File: config.mk
export PLATFORM = sky130hd
export DESIGN_NAME = rs_frame_scheduler
export DESIGN_NICKNAME = d
export VERILOG_FILES = /design/src/rtl/rs_sched_pkg.sv /design/src/rtl/rs_sched_fifo.sv /design/src/rtl/rs_frame_scheduler.sv
export SDC_FILE = /design/constraint.sdc
export NUM_CORES = 2
export LEC_CHECK = 0
export ABC_CLOCK_PERIOD_IN_PS = 4250
export CORE_MARGIN = 4
export CORE_UTILIZATION = 39
export CTS_CLUSTER_DIAMETER = 40
export DETAILED_ROUTE_END_ITERATION = 10
export HOLD_SLACK_MARGIN = 0.08
export MAX_ROUTING_LAYER = met4
export REMOVE_ABC_BUFFERS = 1
export SLEW_MARGIN = 20
export SYNTH_ARGS = -nofsm -noshare
export SYNTH_HDL_FRONTEND = slang
export SYNTH_SLANG_ARGS = --single-unit
File: constraint.sdc
create_clock -name core_clk -period 4.25 [get_ports core_clk]
set_clock_uncertainty 0.15 [all_clocks]
set_input_delay 0.85 -clock core_clk [delete_from_list [all_inputs] [get_ports core_clk]]
set_output_delay 0.85 -clock core_clk [all_outputs]
set_load 0.03 [all_outputs]
File: src/rtl/rs_sched_pkg.sv
// rs_sched_pkg: sizing helpers and output FIFO entry layout shared by the frame scheduler.
// Entry layout is {tlast, tkeep, tdata} with tdata at the LSBs.
package rs_sched_pkg;

  function automatic int clog2(input int value);
    int bits;
    bits = 32'sd0;
    while ((32'sd1 << bits) < value) bits = bits + 32'sd1;
    return bits;
  endfunction

  // A one-entry index still needs one bit so the pointer registers stay legal.
  function automatic int lane_idx_w(input int num);
    return (num <= 32'sd1) ? 32'sd1 : clog2(num);
  endfunction

  function automatic int keep_lsb(input int out_w);
    return out_w;
  endfunction

  function automatic int last_bit(input int out_w, input int in_w);
    return out_w + out_w / in_w;
  endfunction

  function automatic int entry_w(input int out_w, input int in_w);
    return last_bit(out_w, in_w) + 32'sd1;
  endfunction

endpackage

File: src/rtl/rs_sched_fifo.sv
// rs_sched_fifo: single-clock FIFO with registered write and combinational read from storage.
// o_data reads as zero while empty so the scheduler's output bus is clean out of reset.
module rs_sched_fifo
  import rs_sched_pkg::*;
#(
  parameter int WIDTH = 8,
  parameter int DEPTH = 64
) (
  input  logic               core_clk,
  input  logic               rst,
  input  logic               i_push,
  input  logic [WIDTH-1:0]   i_data,
  input  logic               i_pop,
  output logic [WIDTH-1:0]   o_data,
  output logic               o_full,
  output logic               o_empty,
  output logic [clog2(DEPTH):0] o_count
);

  localparam int AW = clog2(DEPTH);

  logic [WIDTH-1:0] r_mem [DEPTH];
  logic [AW-1:0]    r_wr_ptr;
  logic [AW-1:0]    r_rd_ptr;
  logic [AW:0]      r_count;
  logic             w_push;
  logic             w_pop;

  assign o_full  = (r_count == (AW+1)'(DEPTH));
  assign o_empty = (r_count == {(AW+1){1'b0}});
  assign o_count = r_count;
  assign w_push  = i_push && !o_full;
  assign w_pop   = i_pop && !o_empty;
  assign o_data  = o_empty ? {WIDTH{1'b0}} : r_mem[r_rd_ptr];

  // Pointer and occupancy bookkeeping; simultaneous push and pop leave the count unchanged.
  always_ff @(posedge core_clk or posedge rst) begin
    if (rst) begin
      r_wr_ptr <= {AW{1'b0}};
      r_rd_ptr <= {AW{1'b0}};
      r_count  <= {(AW+1){1'b0}};
    end else begin
      if (w_push) r_wr_ptr <= r_wr_ptr + AW'(1'b1);
      if (w_pop)  r_rd_ptr <= r_rd_ptr + AW'(1'b1);
      case ({w_push, w_pop})
        2'b10:   r_count <= r_count + (AW+1)'(1'b1);
        2'b01:   r_count <= r_count - (AW+1)'(1'b1);
        default: r_count <= r_count;
      endcase
    end
  end

  // Storage array, written only on an accepted push.
  always_ff @(posedge core_clk) begin
    if (w_push) r_mem[r_wr_ptr] <= i_data;
  end

endmodule

File: src/rtl/rs_frame_scheduler.sv
// rs_frame_scheduler: round-robin frame dispatch to NUM_LANES RS decoders, in-order merge, packing to OUT_W.
// Optional statistics ports are enabled with the RS_SCHED_STATS_EN macro.
module rs_frame_scheduler
  import rs_sched_pkg::*;
#(
  parameter int NUM_LANES  = 2,
  parameter int IN_W       = 8,
  parameter int OUT_W      = 32,
  parameter int FIFO_DEPTH = 64
) (
  input  logic                      core_clk,
  input  logic                      rst,
  input  logic [IN_W-1:0]           s_tdata,
  input  logic                      s_tvalid,
  input  logic                      s_tlast,
  output logic                      s_tready,
  output logic [NUM_LANES*IN_W-1:0] lane_s_tdata,
  output logic [NUM_LANES-1:0]      lane_s_tvalid,
  output logic [NUM_LANES-1:0]      lane_s_tlast,
  input  logic [NUM_LANES-1:0]      lane_s_tready,
  input  logic [NUM_LANES*IN_W-1:0] lane_m_tdata,
  input  logic [NUM_LANES-1:0]      lane_m_tvalid,
  input  logic [NUM_LANES-1:0]      lane_m_tlast,
  output logic [NUM_LANES-1:0]      lane_m_tready,
  output logic [OUT_W-1:0]          m_tdata,
  output logic [OUT_W/IN_W-1:0]     m_tkeep,
  output logic                      m_tlast,
  output logic                      m_tvalid,
`ifdef RS_SCHED_STATS_EN
  output logic [15:0]               stat_frames_in,
  output logic [15:0]               stat_frames_out,
  output logic [15:0]               stat_stall_cycles,
`endif
  input  logic                      m_tready
);

  localparam int R        = OUT_W / IN_W;
  localparam int LW       = lane_idx_w(NUM_LANES);
  localparam int CW       = lane_idx_w(R);
  localparam int FAW      = clog2(FIFO_DEPTH);
  localparam int KEEP_LSB = keep_lsb(OUT_W);
  localparam int LAST_BIT = last_bit(OUT_W, IN_W);
  localparam int EW       = entry_w(OUT_W, IN_W);

  logic [LW-1:0]    r_wr_lane;
  logic [LW-1:0]    r_rd_lane;
  logic [CW-1:0]    r_cnt;
  logic [OUT_W-1:0] r_word;

  logic [IN_W-1:0]  w_beat_data;
  logic             w_beat_valid;
  logic             w_beat_last;
  logic             w_accept;
  logic             w_push;
  logic [OUT_W-1:0] w_word;
  logic [R-1:0]     w_keep;
  logic [EW-1:0]    w_entry_in;
  logic [EW-1:0]    w_entry_out;
  logic             w_full;
  logic             w_empty;
  logic [FAW:0]     w_count;
  logic             w_s_hs;

  // Dispatch: only the lane under wr_lane sees the input stream; the rest are held idle.
  always_comb begin
    lane_s_tdata  = {(NUM_LANES*IN_W){1'b0}};
    lane_s_tvalid = {NUM_LANES{1'b0}};
    lane_s_tlast  = {NUM_LANES{1'b0}};
    s_tready      = 1'b0;
    for (int k = 0; k < NUM_LANES; k++) begin
      lane_s_tdata[k*IN_W +: IN_W] = (r_wr_lane == LW'(k)) ? s_tdata : {IN_W{1'b0}};
      lane_s_tvalid[k] = (r_wr_lane == LW'(k)) && s_tvalid;
      lane_s_tlast[k]  = (r_wr_lane == LW'(k)) && s_tlast;
      s_tready = s_tready | ((r_wr_lane == LW'(k)) && lane_s_tready[k]);
    end
  end

  // Merge: a lane that finishes early waits until rd_lane reaches it, keeping frame order.
  always_comb begin
    w_beat_data   = {IN_W{1'b0}};
    w_beat_valid  = 1'b0;
    w_beat_last   = 1'b0;
    lane_m_tready = {NUM_LANES{1'b0}};
    for (int k = 0; k < NUM_LANES; k++) begin
      w_beat_data  = w_beat_data | ((r_rd_lane == LW'(k)) ? lane_m_tdata[k*IN_W +: IN_W] : {IN_W{1'b0}});
      w_beat_valid = w_beat_valid | ((r_rd_lane == LW'(k)) && lane_m_tvalid[k]);
      w_beat_last  = w_beat_last | ((r_rd_lane == LW'(k)) && lane_m_tlast[k]);
      lane_m_tready[k] = (r_rd_lane == LW'(k)) && !w_full;
    end
  end

  // Packer: place the accepted symbol at index cnt; symbols past cnt are still zero in r_word.
  always_comb begin
    w_word = r_word;
    w_keep = {R{1'b0}};
    for (int i = 0; i < R; i++) begin
      w_keep[i] = (CW'(i) <= r_cnt);
      w_word[i*IN_W +: IN_W] = (CW'(i) == r_cnt) ? w_beat_data : r_word[i*IN_W +: IN_W];
    end
  end

  assign w_s_hs     = s_tvalid && s_tready;
  assign w_accept   = w_beat_valid && !w_full;
  assign w_push     = w_accept && ((r_cnt == CW'(R-1)) || w_beat_last);
  assign w_entry_in = {w_beat_last, w_keep, w_word};

  // Lane pointers advance on frame boundaries of their own stream, independently of each other.
  always_ff @(posedge core_clk or posedge rst) begin
    if (rst) begin
      r_wr_lane <= {LW{1'b0}};
      r_rd_lane <= {LW{1'b0}};
    end else begin
      if (w_s_hs && s_tlast)
        r_wr_lane <= (r_wr_lane == LW'(NUM_LANES-1)) ? {LW{1'b0}} : r_wr_lane + LW'(1'b1);
      if (w_accept && w_beat_last)
        r_rd_lane <= (r_rd_lane == LW'(NUM_LANES-1)) ? {LW{1'b0}} : r_rd_lane + LW'(1'b1);
    end
  end

  // Partial word accumulator; cleared whenever a word is handed to the FIFO.
  always_ff @(posedge core_clk or posedge rst) begin
    if (rst) begin
      r_cnt  <= {CW{1'b0}};
      r_word <= {OUT_W{1'b0}};
    end else if (w_accept) begin
      if (w_push) begin
        r_cnt  <= {CW{1'b0}};
        r_word <= {OUT_W{1'b0}};
      end else begin
        r_cnt  <= r_cnt + CW'(1'b1);
        r_word <= w_word;
      end
    end
  end

  rs_sched_fifo #(
    .WIDTH (EW),
    .DEPTH (FIFO_DEPTH)
  ) u_fifo (
    .core_clk (core_clk),
    .rst      (rst),
    .i_push   (w_push),
    .i_data   (w_entry_in),
    .i_pop    (m_tready && !w_empty),
    .o_data   (w_entry_out),
    .o_full   (w_full),
    .o_empty  (w_empty),
    .o_count  (w_count)
  );

  assign m_tvalid = (w_count != {(FAW+1){1'b0}});
  assign m_tdata  = w_entry_out[OUT_W-1:0];
  assign m_tkeep  = w_entry_out[KEEP_LSB +: R];
  assign m_tlast  = w_entry_out[LAST_BIT];

`ifdef RS_SCHED_STATS_EN
  logic [15:0] r_frames_in;
  logic [15:0] r_frames_out;
  logic [15:0] r_stall_cycles;

  // Saturating frame and stall counters.
  always_ff @(posedge core_clk or posedge rst) begin
    if (rst) begin
      r_frames_in    <= 16'd0;
      r_frames_out   <= 16'd0;
      r_stall_cycles <= 16'd0;
    end else begin
      if (w_s_hs && s_tlast && (r_frames_in != 16'hFFFF))
        r_frames_in <= r_frames_in + 16'd1;
      if (m_tvalid && m_tready && m_tlast && (r_frames_out != 16'hFFFF))
        r_frames_out <= r_frames_out + 16'd1;
      if (w_beat_valid && w_full && (r_stall_cycles != 16'hFFFF))
        r_stall_cycles <= r_stall_cycles + 16'd1;
    end
  end

  assign stat_frames_in    = r_frames_in;
  assign stat_frames_out   = r_frames_out;
  assign stat_stall_cycles = r_stall_cycles;
`endif

endmodule

==> impl_metrics.yaml <==
run_status:
  status: "complete, but fails checks"
  violations: "setup timing"
yosys:
  ys_seq_area_share_pct: 77.49
  netlist_area_mm2: 0.09107
  yosys-top-cells-area: "edfxtp_1 (76%), mux4_2 (13%), mux2i_1 (2.6%)"
  synthCells: 4164
  synth.most_common_cell: "edfxtp_1"
  synth.avg_cell_area_um2: 21.87
  synth_flop_cell: "edfxtp_1"
  synth_edf_count: 2304
  yosys-top-cells-count: "edfxtp_1 (2,304), mux4_2 (534), mux2i_1 (236)"
  ys_types: 56
  synth_seq_cells: 2359
  yosys.area.top_type: "edfxtp_1"
  synthArstFlopShare_pct: 2.331
  yosys_warnings: 0
  synth_top_cell_area_share_pct: 75.97
floorplanning:
  die_area_mm2: 0.2413
  die_y_um: 491.2
  start_util_pct: 39.16
  dieWidth_um: 491.2
  rows: 177
  io_pins: 96
  core_mm2: 0.2325
cells_and_area:
  synthToLayoutAreaGrowth_pct: 28.81
  fin_util_pct: 50.44
  num-nets-final: 5037
  multi_input_area_mm2: 0.02213
  finalInstanceArea_mm2: 0.1173
  seqCellArea_mm2: 0.07059
  drive_gt1_share_pct: 41.00
  fillerInstances: 18170
  fin_cells: 8289
place:
  dpl_cell_area_mm2: 0.1001
  place_congestion: 0.8062
  dpl.hpwl_um: 150300
  numPlacedInstances: 7476
  io_buffers: 95
detailed_routing:
  firstDrtPassIters: 6
  drt_wl_total_um: 270100
  drc: 0
  drt-wirelength-per-cell_um: 32.59
  postRouteAntennaNets: 0
  drtIter0Drc: 6334
  vias_per_cell: 5.874
  num_vias: 48690
timing:
  fmax_mhz: 223.3
  hold_slack_ns: 0.3083
  setup_viol: 36
  period_needed_ns: 4.478
  max-slew-margin-rel_pct: 25.79
  fin_crit_sh_pct: 105.4
  hold_viol: 0
  setup_tns_ns: -5.431
  grt_setup_unrepaired: "true"
  worstMarginPinSlew_ns: 1.111
  final_max_slew_viol_count: 0
  worst_slack_ns: -0.2280
power:
  power_switching_uw: 30490
  combPwrFrac_pct: 37.8
  swShare_pct: 32.59
  p_clk_share_pct: 29.9
  power.density_mw_per_mm2: 797.5
  power_frac_seq_pct: 32.3
  p_leak_uw: 0.03892
  p_int_uw: 63060
  vdd_drop_max_v: 0.0005678
critical_path:
  slowest_stage: "dfrtp_4"
  reg2reg_from: "u_fifo.o_count[4]"
  cp.required_ns: 3.25
  path_cells: "buf_4 -> buf_12 -> buf_16 -> mux4_2 -> mux2i_1 -> nor2_1 -> a2111oi_2 -> buf_4 -> o22ai_4 -> buf_12"
  arrival_ns: 3.48
  rr_worst_depth: 13
  reg2reg_setup_slack_ns: 0.52
  crit_path_end_kind: "output port"
  cp_max_fo: 8
  max_stage_delay_ns: 0.49
  startpoint_type: "flop"
  critPathKind: "flop to output port"
  reg2reg_to: "u_fifo.o_count[4]"
global_route:
  grt_usage_pct: 22.63
  antenna_found_initial: 6
  first_global_vias: 48680
  grt_first_pass_wirelength_um: 377100
  grt_max_degree: 69
  grt_overflow: 0
cts:
  cts_buffers: 332
  cts_root_buf: "clkbuf_16"
  clk_pin_slew_ns: 0.05
  clkLatencyLatePin_ns: 0.93
  h-tree-depth: 5
  cts.sinks: 2359
  clock_path_buffers: 4
  cts_tree: "built"
hold_path:
  hp-class: "input port to async pin"
job:
  max_cap_viol_count: 0
-- logic make-up (layout without fill, tap and decap cells) --
family / count (synthesis) / in the layout / synth area share [%]
buf+inv: 252 / 1332 / 1.498
fa+ha+maj: 9 / 9 / 0.1237
simple gates: 360 / 360 / 1.789
xor+xnor: 18 / 18 / 0.1731
compound gates: 376 / 376 / 2.884
other cells: 0 / 2 / 0
mux: 790 / 790 / 16.05
flops: 2359 / 2359 / 77.49
-- flip-flops by register name, indices dropped and copies added, names as in the netlist --
name	cells
u_fifo.r_mem	2304
r_rd_lane	1
r_word	32
r_wr_lane	1
u_fifo.r_rd_ptr	6
u_fifo.r_wr_ptr	6
u_fifo.o_count	7
r_cnt	2
-- per-layer routing --
metal  vias to the layer above  wire length [um]  global-route usage (%)
met5                         -                 0                       -
met4                         0              8933                   7.079
met3                       472             24620                   4.386
met2                      2567            127800                   34.34
met1                     26300            108800                   31.15
li1                      19350                 -                       -
-- repair_timing --
item / in CTS / in global routing
gates resized for setup: 447 / 163
endpoints found under the setup margin: 38 / 36
cloned: 41 / 8
buffers inserted: 117 / 81
pin swaps: 98 / 80
hold buffers: 0 / 0
-- worst max-delay path, delay by kind of cell (launching register included) --
family	cells	cell delay [ns]
buffers and inverters	5	0.81
multiplexers	2	0.64
AO/OA/AOI/OAI	2	0.53
flip-flops	1	0.49
AND/OR/NAND/NOR	1	0.08
-- metrics by stage --
| step | power [uW] | setup slack [ns] |
|---|---|---|
| floorplan | 42640 | -20.06 |
| global placement | 57980 | -0.3854 |
| detailed placement | 58400 | -0.07274 |
| CTS | 92210 | -0.2863 |
| global route | 96570 | -0.3202 |
| finish | 93550 | -0.2280 |
-- power by group through the flow --
| stage | Clock, uW | Sequential, uW | Combinational [uW] |
|---|---|---|---|
| final | 27900 | 30200 | 35400 |
| after global routing | 29400 | 30300 | 36900 |
| after CTS | 28200 | 30200 | 33800 |
| after detailed placement | 0 | 30900 | 27500 |
| after global placement | 0 | 30800 | 27100 |
| after floorplan | 0 | 31700 | 11000 |
-- worst max path at each step --
stage,start,endpoint,slack (ns)
finish,u_fifo.r_rd_ptr[0],m_tdata[29],-0.23
global route,u_fifo.r_rd_ptr[0],m_tdata[7],-0.32
CTS,u_fifo.r_rd_ptr[0],m_tdata[20],-0.29
detailed placement,u_fifo.r_rd_ptr[1],m_tdata[8],-0.07
global placement,u_fifo.r_rd_ptr[1],m_tdata[8],-0.39
floorplan,u_fifo.r_rd_ptr[0],m_tdata[1],-20.06
-- placed cells by master (no fill, tap or decap), drive strengths merged, types with 22 or more instances in the layout --
master         count
inv               59
nor2             155
a211oi            38
buf              659
and2              25
clkbuf           380
mux4             534
o21ai             38
bufinv            47
a211o             39
clkinv            86
a21oi             57
edfxtp          2304
clkinvlp          32
nand2             79
o22ai            114
nand3             39
dfrtp             55
mux2i            236
a2111oi           22
clkdlybuf4s50     57
-- area by class of cell --
type | count | area share (%)
repair buffers | 736 | 8.075
clock inverters | 213 | 2.240
flip-flops and latches | 2359 | 60.18
clock buffers | 372 | 7.346
well taps | 3043 | 3.246
inverters | 11 | 0.04800
diodes | 2 | 0.004267
multi-input cells | 1553 | 18.86
(Power assumes the default switching activity.)
